**config.mk**
```make
export PLATFORM = sky130hd
export DESIGN_NAME = stopwatch_counter
export DESIGN_NICKNAME = d
export VERILOG_FILES = /design/src/rtl/stopwatch_pkg.sv /design/src/rtl/bcd_mod_n.sv /design/src/rtl/stopwatch_counter.sv
export SDC_FILE = /design/constraint.sdc
export NUM_CORES = 1
export LEC_CHECK = 0
export ABC_AREA = 1
export ABC_CLOCK_PERIOD_IN_PS = 3470
export BUFFER_PORTS_ARGS = -buffer_cell sky130_fd_sc_hd__clkbuf_2
export CAP_MARGIN = 20
export CORE_MARGIN = 2
export CORE_UTILIZATION = 42
export DETAILED_ROUTE_END_ITERATION = 6
export PLACE_DENSITY = 0.71
export SLEW_MARGIN = 30
export SYNTH_ARGS = -nofsm -noshare
export SYNTH_HDL_FRONTEND = slang
export SYNTH_SLANG_ARGS = --single-unit
export TNS_END_PERCENT = 5
```
**constraint.sdc**
```tcl
create_clock -name internal_clk -period 3.47 [get_ports internal_clk]
set_clock_uncertainty 0.15 [all_clocks]
set_input_delay 0.1735 -clock internal_clk [delete_from_list [all_inputs] [get_ports internal_clk]]
set_output_delay 0.1735 -clock internal_clk [all_outputs]
set_load 0.01 [all_outputs]
```
**src/rtl/stopwatch_pkg.sv**
```systemverilog
// stopwatch_pkg: shared BCD types, digit width and default limits for the stopwatch core.
package stopwatch_pkg;
    localparam int DIGIT_W = 4;
    localparam int MIN_LIMIT_DEF = 59;
    localparam int SEC_LIMIT_DEF = 59;
    typedef struct packed {
        logic [DIGIT_W-1:0] tens;
        logic [DIGIT_W-1:0] ones;
    } bcd2_t;
    function automatic bcd2_t to_bcd2(input int v);
        bcd2_t r;
        r.tens = DIGIT_W'(v / 10);
        r.ones = DIGIT_W'(v % 10);
        return r;
    endfunction
endpackage

```
**src/rtl/bcd_mod_n.sv**
```systemverilog
// bcd_mod_n: two-digit BCD counter that wraps to 00 after reaching limit.
module bcd_mod_n
    import stopwatch_pkg::*;
(
    input  logic  clk,
    input  logic  rst,
    input  logic  inc,
    input  bcd2_t limit,
    output bcd2_t value,
    output logic  wrap
);
    bcd2_t cnt_q, cnt_d;
    assign wrap  = inc && (cnt_q == limit);
    assign value = cnt_q;
    always_comb begin
        cnt_d = cnt_q;
        if (wrap) begin
            cnt_d = '0;
        end else if (inc) begin
            cnt_d.ones = (cnt_q.ones == DIGIT_W'(9)) ? '0 : cnt_q.ones + DIGIT_W'(1);
            cnt_d.tens = (cnt_q.ones == DIGIT_W'(9)) ? cnt_q.tens + DIGIT_W'(1) : cnt_q.tens;
        end
    end
    always_ff @(posedge clk or posedge rst) begin
        if (rst) cnt_q <= '0;
        else     cnt_q <= cnt_d;
    end
endmodule

```
**src/rtl/stopwatch_counter.sv**
```systemverilog
// stopwatch_counter: MM:SS BCD stopwatch with pause, per-field adjust and blink flags.
module stopwatch_counter
    import stopwatch_pkg::*;
#(
    parameter int MIN_LIMIT = MIN_LIMIT_DEF,
    parameter int SEC_LIMIT = SEC_LIMIT_DEF
) (
    input  logic               internal_clk,
    input  logic               rst,
    input  logic               unit_clock,
    input  logic               blink_clock,
    input  logic               pause_pulse,
    input  logic               adj,
    input  logic               sel,
    output logic [DIGIT_W-1:0] min_tens,
    output logic [DIGIT_W-1:0] min_ones,
    output logic [DIGIT_W-1:0] sec_tens,
    output logic [DIGIT_W-1:0] sec_ones,
    output logic               paused,
    output logic               blank_min,
    output logic               blank_sec
);
    localparam bcd2_t MIN_LIM = to_bcd2(MIN_LIMIT);
    localparam bcd2_t SEC_LIM = to_bcd2(SEC_LIMIT);
    logic  u_q, arm_q, paused_q, blank_min_q, blank_sec_q;
    logic  rise, any_edge, tick, sec_inc, min_inc, sec_wrap, unused_min_wrap;
    bcd2_t sec_v, min_v;
    assign rise     = unit_clock & ~u_q;
    assign any_edge = unit_clock ^ u_q;
    // arm_q suppresses a false edge when unit_clock is already high at reset release
    assign tick     = arm_q & ~paused_q & (adj ? any_edge : rise);
    assign sec_inc  = tick & (~adj | sel);
    assign min_inc  = adj ? tick & ~sel : sec_wrap;
    bcd_mod_n u_sec (
        .clk  (internal_clk),
        .rst  (rst),
        .inc  (sec_inc),
        .limit(SEC_LIM),
        .value(sec_v),
        .wrap (sec_wrap)
    );
    bcd_mod_n u_min (
        .clk  (internal_clk),
        .rst  (rst),
        .inc  (min_inc),
        .limit(MIN_LIM),
        .value(min_v),
        .wrap (unused_min_wrap)
    );
    always_ff @(posedge internal_clk or posedge rst) begin
        if (rst) begin
            u_q         <= 1'b0;
            arm_q       <= 1'b0;
            paused_q    <= 1'b0;
            blank_min_q <= 1'b0;
            blank_sec_q <= 1'b0;
        end else begin
            u_q         <= unit_clock;
            arm_q       <= 1'b1;
            paused_q    <= paused_q ^ pause_pulse;
            blank_min_q <= adj & ~sel & blink_clock;
            blank_sec_q <= adj & sel & blink_clock;
        end
    end
    assign min_tens  = min_v.tens;
    assign min_ones  = min_v.ones;
    assign sec_tens  = sec_v.tens;
    assign sec_ones  = sec_v.ones;
    assign paused    = paused_q;
    assign blank_min = blank_min_q;
    assign blank_sec = blank_sec_q;
endmodule

```
==> impl_results.md, run 1 <==
* Status: finished, final reports clean
* CTS Sinks at 21
* Largest net degree at the start of global routing at 22
* Syn_area_per_cell at between 8 and 9 µm²
* Period utilization at a little under three fifths
* Unrepaired setup endpoints after global routing: no
* CTS resizes at 0
* IO Count at 26
* Syn-to-layout area delta at 20.67%
* CTS tree: done
* Reg2Reg Depth at 9
* Hold Startpoint: adj
* Share of the synthesized area in the top cell type at between 40% and 50%
* Routability cong. at ~0.76
* Max stage delay on crit path at 0.53 ns
* Post-synth EDFFs at 0
* FILL cells at about 260
* Static Leak at 0.0007781 µW
* Reg2reg end: u_min.value[5]
* Tmin final at 1.966 ns
* Post-synthesis cell type count at 25
* Starting Density at between 40% and 50%
* Finished Layout Cells at about 200
* Worst-path clk slew at 0.13 ns
* Syn Nets at around 150
* Number of synthesis warnings at 0
* First-pass GRT wire length at around 3.7 mm
* Die Ht at roughly 57 µm
* Pre-antenna DRT Iters at 4
* CTS H-tree depth at 1
* WP data arrival at slightly above 2 ns
* Max VDD drop at around 290 µV
* Routed wire length at roughly 2.1 mm
* Synth Cell Area at 1162 µm²
* Critical path class: input port to flop
* Slew HR at around 47%
* Number of CTS-inserted buffers at 3
* Die Area at 3204 µm²
* Final setup TNS at 0 ns
* Most frequent cells in the layout: clkbuf_2 (25), nand2_1 (23), dfrtp_1 (21)
* Synth top area cells: dfrtp_1 (45%), ha_1 (9.7%), nand2_1 (7.4%)
* Mapped Cells at 130
* WHS Path Cells at 3
* Worst Setup End Kind: flop
* Pwr dens at 564.4 nW/µm²
* Share of cells above drive strength 1 at 23.78%
* Diodes inserted at 0
* CTS root buf: clkbuf_4
* Hpwl dp at ~1.7 mm
* Vias in the first global route at about 880
* Most frequent CP cell: nand2_1
* Reg-to-Reg Start: u_sec.value[1]
* Final ANT Viol Nets at 0
* WL/cell at approximately 11 µm
* Via-to-Cell Ratio at 4.744
* Nets at ~180
* Slew Viols, Final at 0
* Hold-critical path endpoint: blank_min
* Worst hold path class: input port to flop
* Post-Place Cells at 185
* Start point of the critical path: unit_clock
* GRT overflow at 0
* Row count at 19
* Core footprint at ~2700 µm²
* CTS max path bufs at 2
* R2R setup slack at between 1.5 and 2 ns
* Dpl ws at 1.630 ns
* Synth Flop Type: dfrtp_1
* CP max stage cell: dlygate4sd3_1
* Crit-path max FO at 11
* Port buffer count at 25
* Leading cell type in the layout, fill and taps excluded: clkbuf_2
* CP cell instances: dlygate4sd3_1 -> clkbuf_2 -> ha_1 -> nand2_1 -> nand2_2 -> nor2_8 -> nand3_2 -> nand2_2 -> nand2_1 -> nand2_1 -> nand2_1
* Pwr Total at between 700 and 800 µW
* Vias at approximately 900
* Final core utilization at 52.21%
* All-Layer GR Usage at around 15%
* Worst-Margin Slew at a little under 0.8 ns
* Initial antenna violation count at 0
* Max Freq at ~500 MHz
* DRT iter0 DRCs at 14
* WP data required at 3.53 ns
* Die span in x at 56.61 µm
* Count of state elements after synthesis at 21
* Worst setup margin at between 1.5 and 2 ns
* Post-synthesis sequential area ratio at 45.21%
* Clock Latency Late Sink at 0.31 ns
* Number of setup violations in the final report at 0
* Max Cap Violations at 0
* Synth area leader: dfrtp_1
* Post-route DRC at 0
* Startpoint Class: input port
* Setup bufs post-CTS at 0
* CTS Hold Bufs at 6
* Async set or reset register ratio after synthesis at 100.0%
* Final Hold Viols at 0
==> cell usage after synthesis, drive strengths merged, types with 2 or more instances <==
| cell | number |
|---|---|
| nand3 | 15 |
| nor2 | 8 |
| xor2 | 6 |
| dfrtp | 21 |
| inv | 21 |
| nand4 | 5 |
| ha | 9 |
| o21ai | 7 |
| nand2 | 26 |
| nor3 | 3 |
| a21oi | 2 |
==> kinds of logic (layout without fill, tap and decap cells) <==
group,after synthesis,after routing,share of synthesized area [%]
flip-flops,21,21,45.21
adder cells (fa/ha/maj),9,9,9.688
AND/OR/NAND/NOR,59,59,26.70
AO/OA/AOI/OAI,11,11,5.060
XOR/XNOR,7,7,5.275
other,1,1,0.3226
buffers and inverters,22,56,7.751
==> sequential cells by signal (all words and copies together), names as in the netlist <==
register,flops
arm_q,1
blank_min,1
blank_sec,1
paused,1
u_min.value,8
u_q,1
u_sec.value,8
==> critical path, delay by kind of cell <==
kind | cells | cell delay [ns]
adder cells (fa/ha/maj) | 1 | 0.28
buffers and inverters | 2 | 0.64
AND/OR/NAND/NOR | 8 | 0.93
==> power by group <==
part / internal (µW) / switching, µW / total (µW)
clock network: 43.0 / 77.1 / 120
registers: 308 / 72.8 / 381
logic: 126 / 165 / 290
==> stage by stage <==
step / hold slack [ns] / area, µm²
after floorplan: 0.00002803 / 1162
after global placement: 0.1556 / 1315
after detailed placement: 0.1604 / 1315
after CTS: 0.03559 / 1403
after global routing: 0.05438 / 1403
final: 0.04238 / 1403
==> routing by layer <==
metal | track usage, % | part of all wire (%) | vias up
li1 | - | - | 484
met2 | 23.59 | 48 | 16
met1 | 19.76 | 49 | 423
met4 | 6.122 | 0.94 | 0
met3 | 1.382 | 2.7 | 2
met5 | 0 | 0 | -
==> worst max-delay path by stage <==
stage | slack (ns) | cells after the start | endpoint
global route | 1.32 | 11 | u_min.value[7]
finish | 1.50 | 11 | u_min.value[5]
detailed placement | 1.63 | 9 | u_min.value[6]
CTS | 1.50 | 11 | u_min.value[6]
floorplan | 1.84 | 6 | u_sec.value[4]
global placement | 1.70 | 9 | u_min.value[5]
==> layout make-up <==
class / count / area [µm²] / area share [%]
inverter: 21 / 78.83 / 5.620
clock inverter: 1 / 5.005 / 0.3568
clock buffer: 3 / 22.52 / 1.606
multi-input combinational: 87 / 546.8 / 38.98
sequential: 21 / 525.5 / 37.47
tap: 31 / 38.79 / 2.765
timing repair buffer: 31 / 185.2 / 13.20
No activity file was read; power rests on OpenSTA's default activity.
==> inputs of run 2 (changes only) <==
- ABC_AREA: 1 -> 0
- ABC_CLOCK_PERIOD_IN_PS: 3470 -> 1700
- PLACE_DENSITY: 0.71 -> 0.74
- clock period: 3.47 -> 1.7 ns (I/O delays scaled with it)
==> run 2 against run 1 <==
  * The run now ends with setup timing left
  * Critical path depth down 5
  * Setup slack got worse by 1.6 ns
  * First-iteration DRC count up 64%
  * Power increased by 140%
  * Final area increased by 22%
  * Via count rose by 11%
==> impl_results.md, run 2 <==
* Status: finished, violations left
* Violated checks: setup timing
* Dpl ws at -0.2025 ns
* Count of state elements after synthesis at 21
* Vias in the first global route at between 1000 and 1500
* Most frequent cell after synthesis: dfrtp_1
* Final setup TNS at -0.6539 ns
* Critical path class: flop to flop
* CTS H-tree depth at 1
* Period utilization at 107.3%
* Synth top area cells: dfrtp_1 (45%), ha_1 (9.6%), mux2_1 (4.8%)
* Number of setup violations in the final report at 10
* Starting Density at around 43%
* Post-synthesis sequential area ratio at 44.87%
* Row count at 19
* Async set or reset register ratio after synthesis at between 90% and 100%
* Unrepaired setup endpoints after global routing: yes
* Number of CTS-inserted buffers at 3
* Worst setup margin at -0.1242 ns
* Core footprint at 2710 µm²
* Diodes inserted at 0
* Pwr dens at around 1100 nW/µm²
* IO Count at 26
* Share of the synthesized area in the top cell type at 44.87%
* Die Area at approximately 3200 µm²
* Post-route DRC at 0
* All-Layer GR Usage at about 17%
* CTS max path bufs at 2
* Max Cap Violations at 0
* Static Leak at 0.0008646 µW
* Final ANT Viol Nets at 0
* Largest net degree at the start of global routing at 22
* Number of synthesis warnings at 0
* Startpoint Class: flop
* Synth Cell Area at between 1000 and 1500 µm²
* Die span in x at 56.81 µm
* Leading cell type in the layout, fill and taps excluded: clkbuf_2
* Routed wire length at 2.577 mm
* GRT overflow at 0
* Crit-path max FO at 3
* Final Hold Viols at 0
* Worst Setup End Kind: flop
* Worst-path clk slew at 0.12 ns
* Routability cong. at 0.7783
* Syn-to-layout area delta at 46.47%
* CTS tree: done
* CTS Sinks at 21
* Synth area leader: dfrtp_1
* Clock Latency Late Sink at between 0.3 and 0.4 ns
* Hpwl dp at around 1.9 mm
* Share of cells above drive strength 1 at about half
* First-pass GRT wire length at 4.284 mm
* Multi-input gate area at a little under 700 µm²
* WP data arrival at 1.92 ns
* Synth Flop Type: dfrtp_1
* Vias at 1024
* FILL cells at between 200 and 250
* Pre-antenna DRT Iters at 4
* Register area at approximately 530 µm²
* Syn_area_per_cell at between 10 and 15 µm²
* DRT iter0 DRCs at 23
* Most frequent cells in the layout: clkbuf_2 (25), buf_4 (22), dfrtp_1 (19)
* Post-synth EDFFs at 0
* Slew Viols, Final at 0
* Worst hold path class: input port to asynchronous set/reset pin
* Via-to-Cell Ratio at approximately 5.1
* Post-synthesis cell type count at 39
* Mapped Cells at 110
* Max VDD drop at between 800 and 900 µV
* Die Ht at between 50 and 60 µm
* Nets at between 150 and 200
* WL/cell at about 13 µm
* Initial antenna violation count at 0
* Commonest cells in the netlist: dfrtp_1 (21), nor2_1 (10), ha_1 (9), inv_1 (9), nand2_1 (7)
* WP data required at about 1.8 ns
* Max Freq at roughly 550 MHz
* Final core utilization at a little over three fifths
* Syn Nets at about 130
* CTS root buf: clkbuf_4
* Tmin final at 1.824 ns
* Setup bufs post-CTS at 0
* Port buffer count at 25
## run 2: cell types whose count changed in the layout (fill, tap and decap cells not counted), moves of 5 or more
cell,previous run,this run
nand3_1,14,3
xor2_1,6,1
nand4_1,5,0
inv_1,19,7
nand2_1,23,6
buf_4,0,22
## run 2: cell families after synthesis
kind of cell	share of synthesized area (%)
other	0.3202
buffers and inverters	3.205
DFF	44.87
and+or+nand+nor	22.01
muxes	5.769
AOI/OAI and AO/OA	13.46
xor gates and xnor gates	0.7480
adders and majority gates	9.616
## run 2: cell type report
class	count	area share [%]
Tap cell	31	2.261
Sequential cell	21	30.78
Clock inverter	1	0.2918
Timing Repair Buffer	57	22.90
Clock buffer	3	1.313
Inverter	9	1.969
Multi-Input combinational cell	79	40.48
## run 2: critical path: stages (launching register included)
cell and delay (ns):
dfrtp_1 0.40, inv_2 0.06, ha_4 0.20, and3b_2 0.27, o21ai_2 0.07, or4b_1 0.51
nand3_1 0.09
## run 2: final timing paths
check	endpoint	slack (ns)	startpoint	cells after the start
max	u_sec.value[3]	-0.12	u_q	6
min	blank_min	0.16	rst	4
max reg2reg	u_sec.value[3]	-0.12	u_q	6
min reg2reg	u_min.value[1]	0.43	u_min.value[1]	2
max in group asynchronous	u_sec.value[4]	1.00	rst	4
min in group internal_clk	u_min.value[1]	0.34	unit_clock	6
## run 2: through the flow
stage	area (µm²)	total power [µW]	hold WS, ns	cells
2_1_floorplan	1184	1144	-0.08861	110
3_3_place_gp	1524	1534	-0.03928	189
3_5_place_dp	1524	1575	-0.03401	189
4_1_cts	1684	1875	0.1731	201
5_1_grt	1715	2042	0.1870	201
6_report	1715	1896	0.1595	201
## run 2: what timing repair did
item / in CTS / in global routing
hold buffers: 8 / 0
pin swaps: 4 / 4
setup endpoints to repair: 14 / 14
gates resized for setup: 12 / 11
hold endpoints to repair: 25 / 0
## run 2: routing by layer
metal / track usage (%) / share of wire (%)
met5: 0 / 0
met1: 19.24 / 40
met3: 2.995 / 2.7
met4: 5.648 / 1.3
met2: 31.73 / 56
## run 2: report_power, final
part / total, µW / internal, µW / switching, µW
combinational: 949 / 500 / 449
sequential: 701 / 616 / 84.3
clock: 247 / 88.0 / 159
